[src/rtl/io_bus_arbiter.sv]
// Two-port round-robin arbiter in front of the memory-mapped IO block, with a
// latency-matched tag pipeline that routes read data back. Optional grant lock: IO_ARB_LOCK_EN.
module io_bus_arbiter #(
    parameter int READ_LATENCY = 2  // io_* issue to valid io_data_out, 1..4
) (
    input  logic        main_clk,
    input  logic        main_rst_n,

    input  logic        req0_valid,
    output logic        req0_ready,
    input  logic [31:0] req0_addr,
    input  logic [15:0] req0_wdata,
    input  logic        req0_write,
    input  logic        req0_byte,
    input  logic        req0_lock,
    output logic        req0_rvalid,
    output logic [15:0] req0_rdata,

    input  logic        req1_valid,
    output logic        req1_ready,
    input  logic [31:0] req1_addr,
    input  logic [15:0] req1_wdata,
    input  logic        req1_write,
    input  logic        req1_byte,
    input  logic        req1_lock,
    output logic        req1_rvalid,
    output logic [15:0] req1_rdata,

    output logic [31:0] io_address,
    output logic [15:0] io_data_in,
    output logic [1:0]  io_control,
    input  logic [15:0] io_data_out
);

    logic                    last_grant;
    logic                    accept0;
    logic                    accept1;
    logic                    accept;
    logic                    sel;
    logic                    issue_tag_valid;
    logic                    issue_tag_port;
    logic [READ_LATENCY-1:0] tag_valid;
    logic [READ_LATENCY-1:0] tag_port;
    logic                    tag_out_valid;
    logic                    tag_out_port;

`ifdef IO_ARB_LOCK_EN
    logic locked;
    logic lock_owner;
    logic sel_lock;

    // While locked only the owner may be granted; otherwise plain round-robin.
    always_comb begin
        req0_ready = 1'b0;
        req1_ready = 1'b0;
        if (locked) begin
            if (lock_owner) req1_ready = req1_valid;
            else            req0_ready = req0_valid;
        end else if (req0_valid && req1_valid) begin
            req0_ready = last_grant;
            req1_ready = ~last_grant;
        end else begin
            req0_ready = req0_valid;
            req1_ready = req1_valid;
        end
    end

    assign sel_lock = sel ? req1_lock : req0_lock;

    always_ff @(posedge main_clk or negedge main_rst_n) begin
        if (!main_rst_n) begin
            locked     <= 1'b0;
            lock_owner <= 1'b0;
        end else if (accept) begin
            if (sel_lock) begin
                locked     <= 1'b1;
                lock_owner <= sel;
            end else if (locked && (lock_owner == sel)) begin
                locked     <= 1'b0;
            end
        end
    end
`else
    logic unused_lock;
    assign unused_lock = req0_lock ^ req1_lock;

    always_comb begin
        req0_ready = 1'b0;
        req1_ready = 1'b0;
        if (req0_valid && req1_valid) begin
            req0_ready = last_grant;
            req1_ready = ~last_grant;
        end else begin
            req0_ready = req0_valid;
            req1_ready = req1_valid;
        end
    end
`endif

    assign accept0 = req0_valid & req0_ready;
    assign accept1 = req1_valid & req1_ready;
    assign accept  = accept0 | accept1;
    assign sel     = accept1;

    // Issue stage: one cycle on io_*, then back to a harmless non-IO read.
    always_ff @(posedge main_clk or negedge main_rst_n) begin
        if (!main_rst_n) begin
            io_address      <= '0;
            io_data_in      <= '0;
            io_control      <= '0;
            last_grant      <= 1'b1;
            issue_tag_valid <= 1'b0;
            issue_tag_port  <= 1'b0;
        end else if (accept) begin
            io_address      <= sel ? req1_addr  : req0_addr;
            io_data_in      <= sel ? req1_wdata : req0_wdata;
            io_control      <= sel ? {req1_write, req1_byte} : {req0_write, req0_byte};
            last_grant      <= sel;
            issue_tag_valid <= sel ? ~req1_write : ~req0_write;
            issue_tag_port  <= sel;
        end else begin
            io_address      <= '0;
            io_control      <= '0;
            issue_tag_valid <= 1'b0;
            issue_tag_port  <= 1'b0;
        end
    end

    // Tag leaves the pipeline in the cycle io_data_out answers the matching issue.
    always_ff @(posedge main_clk or negedge main_rst_n) begin
        if (!main_rst_n) begin
            tag_valid <= '0;
            tag_port  <= '0;
        end else begin
            tag_valid[0] <= issue_tag_valid;
            tag_port[0]  <= issue_tag_port;
            for (int i = 1; i < READ_LATENCY; i++) begin
                tag_valid[i] <= tag_valid[i-1];
                tag_port[i]  <= tag_port[i-1];
            end
        end
    end

    assign tag_out_valid = tag_valid[READ_LATENCY-1];
    assign tag_out_port  = tag_port[READ_LATENCY-1];

    always_ff @(posedge main_clk or negedge main_rst_n) begin
        if (!main_rst_n) begin
            req0_rvalid <= 1'b0;
            req1_rvalid <= 1'b0;
            req0_rdata  <= '0;
            req1_rdata  <= '0;
        end else begin
            req0_rvalid <= tag_out_valid & ~tag_out_port;
            req1_rvalid <= tag_out_valid &  tag_out_port;
            if (tag_out_valid && !tag_out_port) req0_rdata <= io_data_out;
            if (tag_out_valid &&  tag_out_port) req1_rdata <= io_data_out;
        end
    end

endmodule

[config.mk]
export PLATFORM = sky130hd
export DESIGN_NAME = io_bus_arbiter
export DESIGN_NICKNAME = d
export VERILOG_FILES = /design/src/rtl/io_bus_arbiter.sv
export SDC_FILE = /design/constraint.sdc
export NUM_CORES = 1
export LEC_CHECK = 0
export ABC_CLOCK_PERIOD_IN_PS = 3410
export CORE_ASPECT_RATIO = 1.4
export CORE_UTILIZATION = 40
export CTS_CLUSTER_SIZE = 30
export DETAILED_ROUTE_END_ITERATION = 16
export GPL_ROUTABILITY_DRIVEN = 0
export PLACE_DENSITY = 0.85
export SLEW_MARGIN = 30
export SYNTH_ARGS = -nofsm -noshare
export SYNTH_HDL_FRONTEND = slang
export SYNTH_SLANG_ARGS = --single-unit
[constraint.sdc]
create_clock -name main_clk -period 3.41 [get_ports main_clk]
set_input_delay 0.682 -clock main_clk [delete_from_list [all_inputs] [get_ports main_clk]]
set_output_delay 0.682 -clock main_clk [all_outputs]
set_load 0.1 [all_outputs]
==> results.md, run 1 <==
* Status: finished clean
* LEAKAGE at 2.55 nW
* Clock skew at 0.00633 ns
* Skew-Pair Late Insertion Delay at 0.33 ns
* Post-synth top area cell: dfrtp_1
* CTS Buf Count at 9
* DRT Pass-1 Iters at 4
* Library cells used by synthesis at 21
* Synth area leaders: dfrtp_1 66%, mux2_2 9.5%, a22o_1 8.7%
* Area after DPL at 5480 µm²
* Initial antenna violation count at 0
* Least-Margin Pin Slew at 1.01 ns
* Via count at 2755
* Core Region at 8250 µm²
* Total power draw at 4.52 mW
* Critical Path End Type: output port
* Pwr Density at 777 nW/µm²
* Vias in the first global route at 2888
* Resize count post-CTS at 0
* Yosys reg bits at 91
* Max-slew violation count at 0
* Largest net degree at the start of global routing at 92
* Most frequent cells after synthesis: 90 x dfrtp_1, 34 x a22o_1, 29 x mux2_2
* I/O pins at 208
* Slew HR at 32.3%
* Crit path required time at 2.73 ns
* Total Neg Setup Slack at 0 ns
* Data arrival time of the worst path at 1.91 ns
* Syn Area/Cell at 14.6 µm²
* Die Span Y at 112 µm
* # Post-CTS Setup Buffers at 0
* Cell with the most instances after synthesis: dfrtp_1
* Max-cap viol count at 0
* Post-synthesis sequential area ratio at 66.5%
* Final wirelength at 9.32 mm
* EDFF count, synth at 0
* # rows at 39
* Syn nets at 357
* Synthesized cell area at 3430 µm²
* Main synth FF type: dfrtp_1
* Fin util at 70.6%
* CTS max path bufs at 2
* Synth warnings at 0
* Net count, final at 560
* CP Launch Type: primary input
* Vias/cell at 5.06
* Top cell type's share of synthesized area at 65.7%
* # clock sinks at 91
* Layout area overhead at 69.9%
* Final HPWL DP at 6.97 mm
* Crit path kind: primary input to output port
* Finished layout cell area at 5820 µm²
* Max Freq at 0.386 GHz
* Crit Path Max Fanout at 35
* Total GRT Usage at 22.0%
* Final min period at 2.59 ns
* # setup viols final at 0
* H-tree depth at 3
* Antenna cell count at 0
* First-pass GRT wire length at 14.7 mm
* Period utilization at 75.9%
* Die width at 80.2 µm
* Die area at 8950 µm²
* Antenna Nets Post-Route at 0
* VDD IR max at 0.000488 V
* DR iter-0 viols at 69
* Layout cells sized above 1 at 17.8%
* Hold WC Path Type: flip-flop to flip-flop
* Unrepaired setup endpoints after global routing: no
* Initial Util at 41.6%
* Syn Inst Count at 235
* CTS tree: built
* Clock-pin slew on the worst setup and hold paths at 0.06 ns
* DR DRC count at 0
* Hold_buf cts at 0
* Hold Vio Cnt, Final at 0
* Hold WS at 0.347 ns
* PortBufs at 205
* DR WL/cell at 17.1 µm
* Clock Root Buffer: clkbuf_16
* Total grt overflow at 0
* Ys async rst share at 100%
[registers in the layout, summed over array words and instances (netlist names)]
signal / flops
io_data_in: 16
issue_tag_valid: 1
req1_rvalid: 1
req1_rdata: 16
issue_tag_port: 1
tag_port: 2
req0_rdata: 16
tag_valid: 2
io_control: 2
req0_rvalid: 1
last_grant: 1
io_address: 32
[logic make-up after synthesis]
family | after synthesis | share of synthesized area [%]
AO/OA/AOI/OAI | 70 | 16.2
buffers and inverters | 38 | 6.13
flip-flops | 91 | 66.5
multiplexers | 33 | 10.8
AND/OR/NAND/NOR | 3 | 0.402
[metal layers]
metal  part of all wire, %  global-route usage, %  vias to the layer above
met5                     0                      0                        -
met4                   2.3                   7.02                        0
met3                   7.7                   7.54                       18
met2                    52                   38.7                      143
met1                    38                   24.6                     1340
li1                      -                      -                     1254
[path summary, 6_finish.rpt]
kind	startpoint	to	slack [ns]	cells after the start
hold reg to reg	tag_valid[0]$_DFF_PN0_	tag_valid[1]$_DFF_PN0_	0.35	0
max in group asynchronous	main_rst_n	io_address[11]$_DFF_PN0_	2.46	1
setup reg to reg	last_grant$_DFFE_PN1P_	io_address[8]$_DFF_PN0_	1.85	4
setup / recovery	req1_valid	req1_ready	0.82	4
hold / removal	tag_valid[0]$_DFF_PN0_	tag_valid[1]$_DFF_PN0_	0.35	0
min in group asynchronous	main_rst_n	req1_rdata[3]$_DFFE_PN0P_	0.42	1
[final cells by class]
class / instances / area [µm²]
clock inverter: 5 / 100
fill: 596 / 2420
timing repair buffer: 209 / 2050
multi-input combinational: 106 / 938
tap: 102 / 128
inverter: 21 / 86.3
sequential: 91 / 2280
clock buffer: 11 / 243
[report_power, final]
group          total [mW]  internal, mW  switching, mW
logic                2.06         0.530           1.53
clock network        1.12         0.734          0.387
registers            1.34          1.26         0.0821
total                4.52          2.52           2.00
[metrics by stage]
step / worst slack (ns) / instances
6_report: 0.821 / 545
3_5_place_dp: 0.819 / 529
5_1_grt: 0.762 / 545
2_1_floorplan: 1.23 / 235
3_3_place_gp: 0.824 / 529
4_1_cts: 0.815 / 545
[cells in the final DEF, fill, tap and decap left out, types with 3 or more instances in the layout]
master           synthesis  final
mux2_2                  29     29
clkdlybuf4s50_1          0    180
bufinv_16                0      3
inv_1                   18     18
buf_4                    4     26
a21oi_1                 16     16
a22o_1                  34     34
clkbuf_16                0      9
dfrtp_1                 90     90
mux2_1                   3      3
o32ai_1                 15     15
[critical path, cell delays in order]
cell and delay, ns:
clkdlybuf4s50_1 0.47, a21bo_4 0.32, inv_8 0.21, buf_12 0.21
Power figures use the tool's default switching activity.
==> run 2: changes to the inputs <==
ABC_CLOCK_PERIOD_IN_PS = 2100   (was 3410)
CORE_UTILIZATION = 34   (was 40)
PLACE_DENSITY = 0.77   (was 0.85)
clock period = 2.1 ns   (was 3.41 ns; I/O delays follow)
==> results.md, run 2 (same netlist as run 1, synthesis figures left out) <==
* Fillcell total at 819
* CTS tree: built
* CP Launch Type: primary input
* First-pass GRT wire length at 14.4 mm
* Hold Vio Cnt, Final at 0
* Max-cap viol count at 0
* Clock skew at 0.00310 ns
* Area after DPL at 5440 µm²
* Max-slew violation count at 0
* Clock-pin slew on the worst setup and hold paths at 0.06 ns
* VDD IR max at 0.000495 V
* Initial antenna violation count at 0
* R2r worst-path depth at 4
* DR DRC count at 0
* Total GRT Usage at 18.4%
* CTS max path bufs at 2
* Final HPWL DP at 7.14 mm
* CP endpoint: req1_ready
* Slew HR at 64.5%
* Least-Margin Pin Slew at 0.532 ns
* Clock Root Buffer: clkbuf_16
* Net count, final at 567
* Reg2reg setup slack at 0.74 ns
* Hold_buf cts at 0
* Period utilization at 91.3%
* Most common cell after layout, fill and taps aside: clkdlybuf4s50_1
* Largest register by flop count: io_address
* Crit Path Max Fanout at 16
* Hold WS at 0.0608 ns
* Initial Util at 34.8%
* Vias in the first global route at 2968
* Antenna Nets Post-Route at 0
* Unrepaired setup endpoints after global routing: no
* Crit path kind: primary input to output port
* Pwr Density at 1260 nW/µm²
* PortBufs at 205
* Die area at 10500 µm²
* Total grt overflow at 0
* Die Span Y at 121 µm
* # clock sinks at 91
* Final min period at 1.92 ns
* Layout cells sized above 1 at 33.3%
* Crit path required time at 1.68 ns
* Commonest non-fill, non-tap cells in the layout: 118 x clkdlybuf4s50_1, 94 x buf_4, 90 x dfrtp_1, 34 x a22o_1, 29 x mux2_2
* Fin util at 58.8%
* DR iter-0 viols at 134
* # rows at 43
* Max Freq at 0.522 GHz
* Die width at 86.9 µm
* H-tree depth at 3
* Status: finished clean
* Critical Path End Type: output port
* Skew-Pair Late Insertion Delay at 0.33 ns
* DR WL/cell at 15.6 µm
* Worst reg2reg startpoint: last_grant$_DFFE_PN1P_
* Vias/cell at 4.74
* Largest net degree at the start of global routing at 41
* Final wirelength at 9.14 mm
* Resize count post-CTS at 0
* Max reg flops at 32
* # setup viols final at 0
* Finished layout cell area at 5790 µm²
* R2R Path End: io_data_in[7]$_DFFE_PN0P_
* Antenna cell count at 0
* # Post-CTS Setup Buffers at 0
* Layout area overhead at 69.0%
* CTS Buf Count at 9
* Hold WC Path Type: primary input to asynchronous set/reset pin
* I/O pins at 208
* DRT Pass-1 Iters at 4
* Data arrival time of the worst path at 1.50 ns
* Core Region at 9850 µm²
* Setup crit start: req1_valid
* LEAKAGE at 2.66 nW
* Total Neg Setup Slack at 0 ns
* Via count at 2771
-- run 2: layout make-up --
type                    instances  area (µm²)  share of cell area (%)
clock buffers                  10         239                    4.13
clock inverters                 6         111                    1.92
inverters                      21        86.3                    1.49
multi-input cells             106         941                    16.2
flip-flops and latches         91        2280                    39.3
well taps                     135         169                    2.92
repair buffers                216        1970                    34.0
-- run 2: worst min path at each step --
stage	slack [ns]	startpoint	endpoint
finish	0.06	main_rst_n	req1_rdata[15]$_DFFE_PN0P_
global route	0.08	main_rst_n	req1_rdata[15]$_DFFE_PN0P_
CTS	0.07	main_rst_n	req1_rdata[15]$_DFFE_PN0P_
detailed placement	0.34	issue_tag_port$_DFF_PN0_	tag_port[0]$_DFF_PN0_
global placement	0.33	issue_tag_port$_DFF_PN0_	tag_port[0]$_DFF_PN0_
floorplan	0.12	main_rst_n	io_address[0]$_DFF_PN0_
-- run 2: metal layers --
| metal | vias up | wire length, µm | global-route usage (%) | part of all wire, % |
|---|---|---|---|---|
| li1 | 1270 | - | - | - |
| met1 | 1351 | 3200 | 19.5 | 35 |
| met2 | 137 | 4930 | 32.0 | 54 |
| met3 | 13 | 855 | 8.19 | 9.4 |
| met4 | 0 | 161 | 6.35 | 1.8 |
| met5 | - | 0 | 0 | 0 |
-- run 2: per-stage QoR --
step	std cells	total power, mW	setup slack [ns]
floorplan	235	4.63	0.448
global placement	569	5.47	0.195
detailed placement	569	5.51	0.179
CTS	585	7.37	0.178
global route	585	7.56	0.130
finish	585	7.29	0.183
-- run 2: report_power, final --
part	switching (mW)	internal (mW)	total (mW)
Sequential	0.137	2.04	2.18
Combinational	2.48	0.797	3.28
Clock	0.638	1.20	1.83
-- run 2: worst max-delay path, stage by stage --
cell and delay [ns]:
clkdlybuf4s50_1 0.52, a21bo_4 0.27, inv_8 0.11, buf_12 0.18
==> run 3: changes to the inputs <==
ABC_AREA = 0   (was default)
CORE_MARGIN = 2   (was default)
==> results.md, run 3 (same netlist as run 1, synthesis figures left out) <==
* WL met3 at 764 µm
* Slew HR at 65.7%
* Layout area overhead at 67.4%
* Layout cells sized above 1 at 33.0%
* Max Freq at 0.523 GHz
* DR DRC count at 0
* Total grt overflow at 0
* Unrepaired setup endpoints after global routing: no
* Crit Path Max Fanout at 3
* Via count at 2740
* Initial Util at 34.8%
* Skew-Pair Late Insertion Delay at 0.32 ns
* First-pass GRT wire length at 14.3 mm
* Total Neg Setup Slack at 0 ns
* Dpl ws at 0.184 ns
* R2r worst-path depth at 4
* Largest net degree at the start of global routing at 41
* Antenna cell count at 0
* Finished layout cell area at 5740 µm²
* # rows at 43
* Period utilization at 91.1%
* CTS max path bufs at 2
* I/O pins at 208
* Least-Margin Pin Slew at 0.514 ns
* Clock skew at 0.00406 ns
* Crit path kind: primary input to output port
* Pwr Density at 1230 nW/µm²
* Largest register by flop count: io_address
* Resize count post-CTS at 0
* Setup ws final at 0.187 ns
* Area occupied by multi-input gates at 941 µm²
* Most common cell after layout, fill and taps aside: clkdlybuf4s50_1
* Total GRT Usage at 17.4%
* Area after DPL at 5440 µm²
* Vias in the first global route at 2903
* Die width at 88.9 µm
* # clock sinks at 91
* Reg2reg setup slack at 0.73 ns
* Final HPWL DP at 7.43 mm
* Final wirelength at 9.46 mm
* DR iter-0 viols at 77
* Critical Path End Type: output port
* # Post-CTS Setup Buffers at 0
* Crit path required time at 1.68 ns
* Final Non-Filler Cells at 584
* Final min period at 1.91 ns
* Clock-pin slew on the worst setup and hold paths at 0.06 ns
* Data arrival time of the worst path at 1.49 ns
* Initial antenna violation count at 0
* Cell Count Post-Placement at 569
* CP Launch Type: primary input
* Net count, final at 567
* CP endpoint: req0_ready
* R2R Path End: io_address[21]$_DFF_PN0_
* Setup crit start: req1_valid
* Met1 wire length at 3.53 mm
* H-tree depth at 3
* VDD IR max at 0.000474 V
* Max reg flops at 32
* DRT Pass-1 Iters at 4
* Max-cap viol count at 0
* Max layer used: met4
* Die Span Y at 123 µm
* Antenna Nets Post-Route at 0
* Commonest non-fill, non-tap cells in the layout: 118 x clkdlybuf4s50_1, 94 x buf_4, 90 x dfrtp_1, 34 x a22o_1, 29 x mux2_2
* CTS Buf Count at 9
* Seq. cell area at 2280 µm²
* Hold Vio Cnt, Final at 0
* CTS tree: built
* Vias/cell at 4.69
* # setup viols final at 0
* Worst reg2reg startpoint: last_grant$_DFFE_PN1P_
* PortBufs at 205
* Die area at 10900 µm²
* LEAKAGE at 2.63 nW
* Fillcell total at 814
* DR WL/cell at 16.2 µm
* Status: finished clean
* Total power draw at 7.04 mW
* Core Region at 9850 µm²
* Hold WC Path Type: primary input to asynchronous set/reset pin
* Met2 wire len at 4.94 mm
* Max-slew violation count at 0
* Clock Root Buffer: clkbuf_16
* Hold_buf cts at 0
==> run 3: cell count changes in the layout (fill, tap and decap cells not counted) <==
cell and delta:
bufinv_16 -2, inv_6 -1, clkinv_4 +1, clkbuf_1 +1
==> run 3: worst min path at each step <==
stage                           from                         to  slack (ns)
6_report                  main_rst_n  req0_rdata[2]$_DFFE_PN0P_        0.07
5_1_grt                   main_rst_n  req0_rdata[3]$_DFFE_PN0P_        0.11
4_1_cts                   main_rst_n  req0_rdata[2]$_DFFE_PN0P_        0.08
3_5_place_dp   tag_port[0]$_DFF_PN0_      tag_port[1]$_DFF_PN0_        0.34
3_3_place_gp   tag_port[0]$_DFF_PN0_      tag_port[1]$_DFF_PN0_        0.34
2_1_floorplan             main_rst_n    io_address[0]$_DFF_PN0_        0.12
==> run 3: final cells by class <==
cell class | count | area share (%)
Clock buffer | 11 | 4.23
Clock inverter | 4 | 0.894
Inverter | 21 | 1.51
Multi-Input combinational cell | 106 | 16.4
Sequential cell | 91 | 39.7
Tap cell | 135 | 2.95
Timing Repair Buffer | 216 | 34.3
==> run 3: critical path, cell delays in order <==
cell and delay (ns):
clkdlybuf4s50_1 0.51, inv_2 0.06, o21ai_2 0.21, inv_2 0.11, buf_12 0.18
==> run 3: per-layer routing <==
layer  global-route usage, %  vias to the layer above
met5                       0                        -
met4                    6.91                        0
met3                    5.04                       18
met2                    30.0                      148
met1                    20.0                     1301
li1                        -                     1273
==> run 3: metrics by stage <==
step / utilization, % / hold slack (ns)
4_1_cts: 58.3 / 0.0782
3_5_place_dp: 55.3 / 0.336
3_3_place_gp: 55.3 / 0.335
5_1_grt: 58.3 / 0.109
6_report: 58.3 / 0.0668
2_1_floorplan: - / 0.124
==> run 3: where the power goes <==
part,leakage [nW],switching (mW),total (mW),internal [mW]
Clock,0.142,0.627,1.58,0.948
Combinational,1.40,2.48,3.27,0.797
Sequential,1.09,0.142,2.19,2.04
Total,2.63,3.25,7.04,3.79
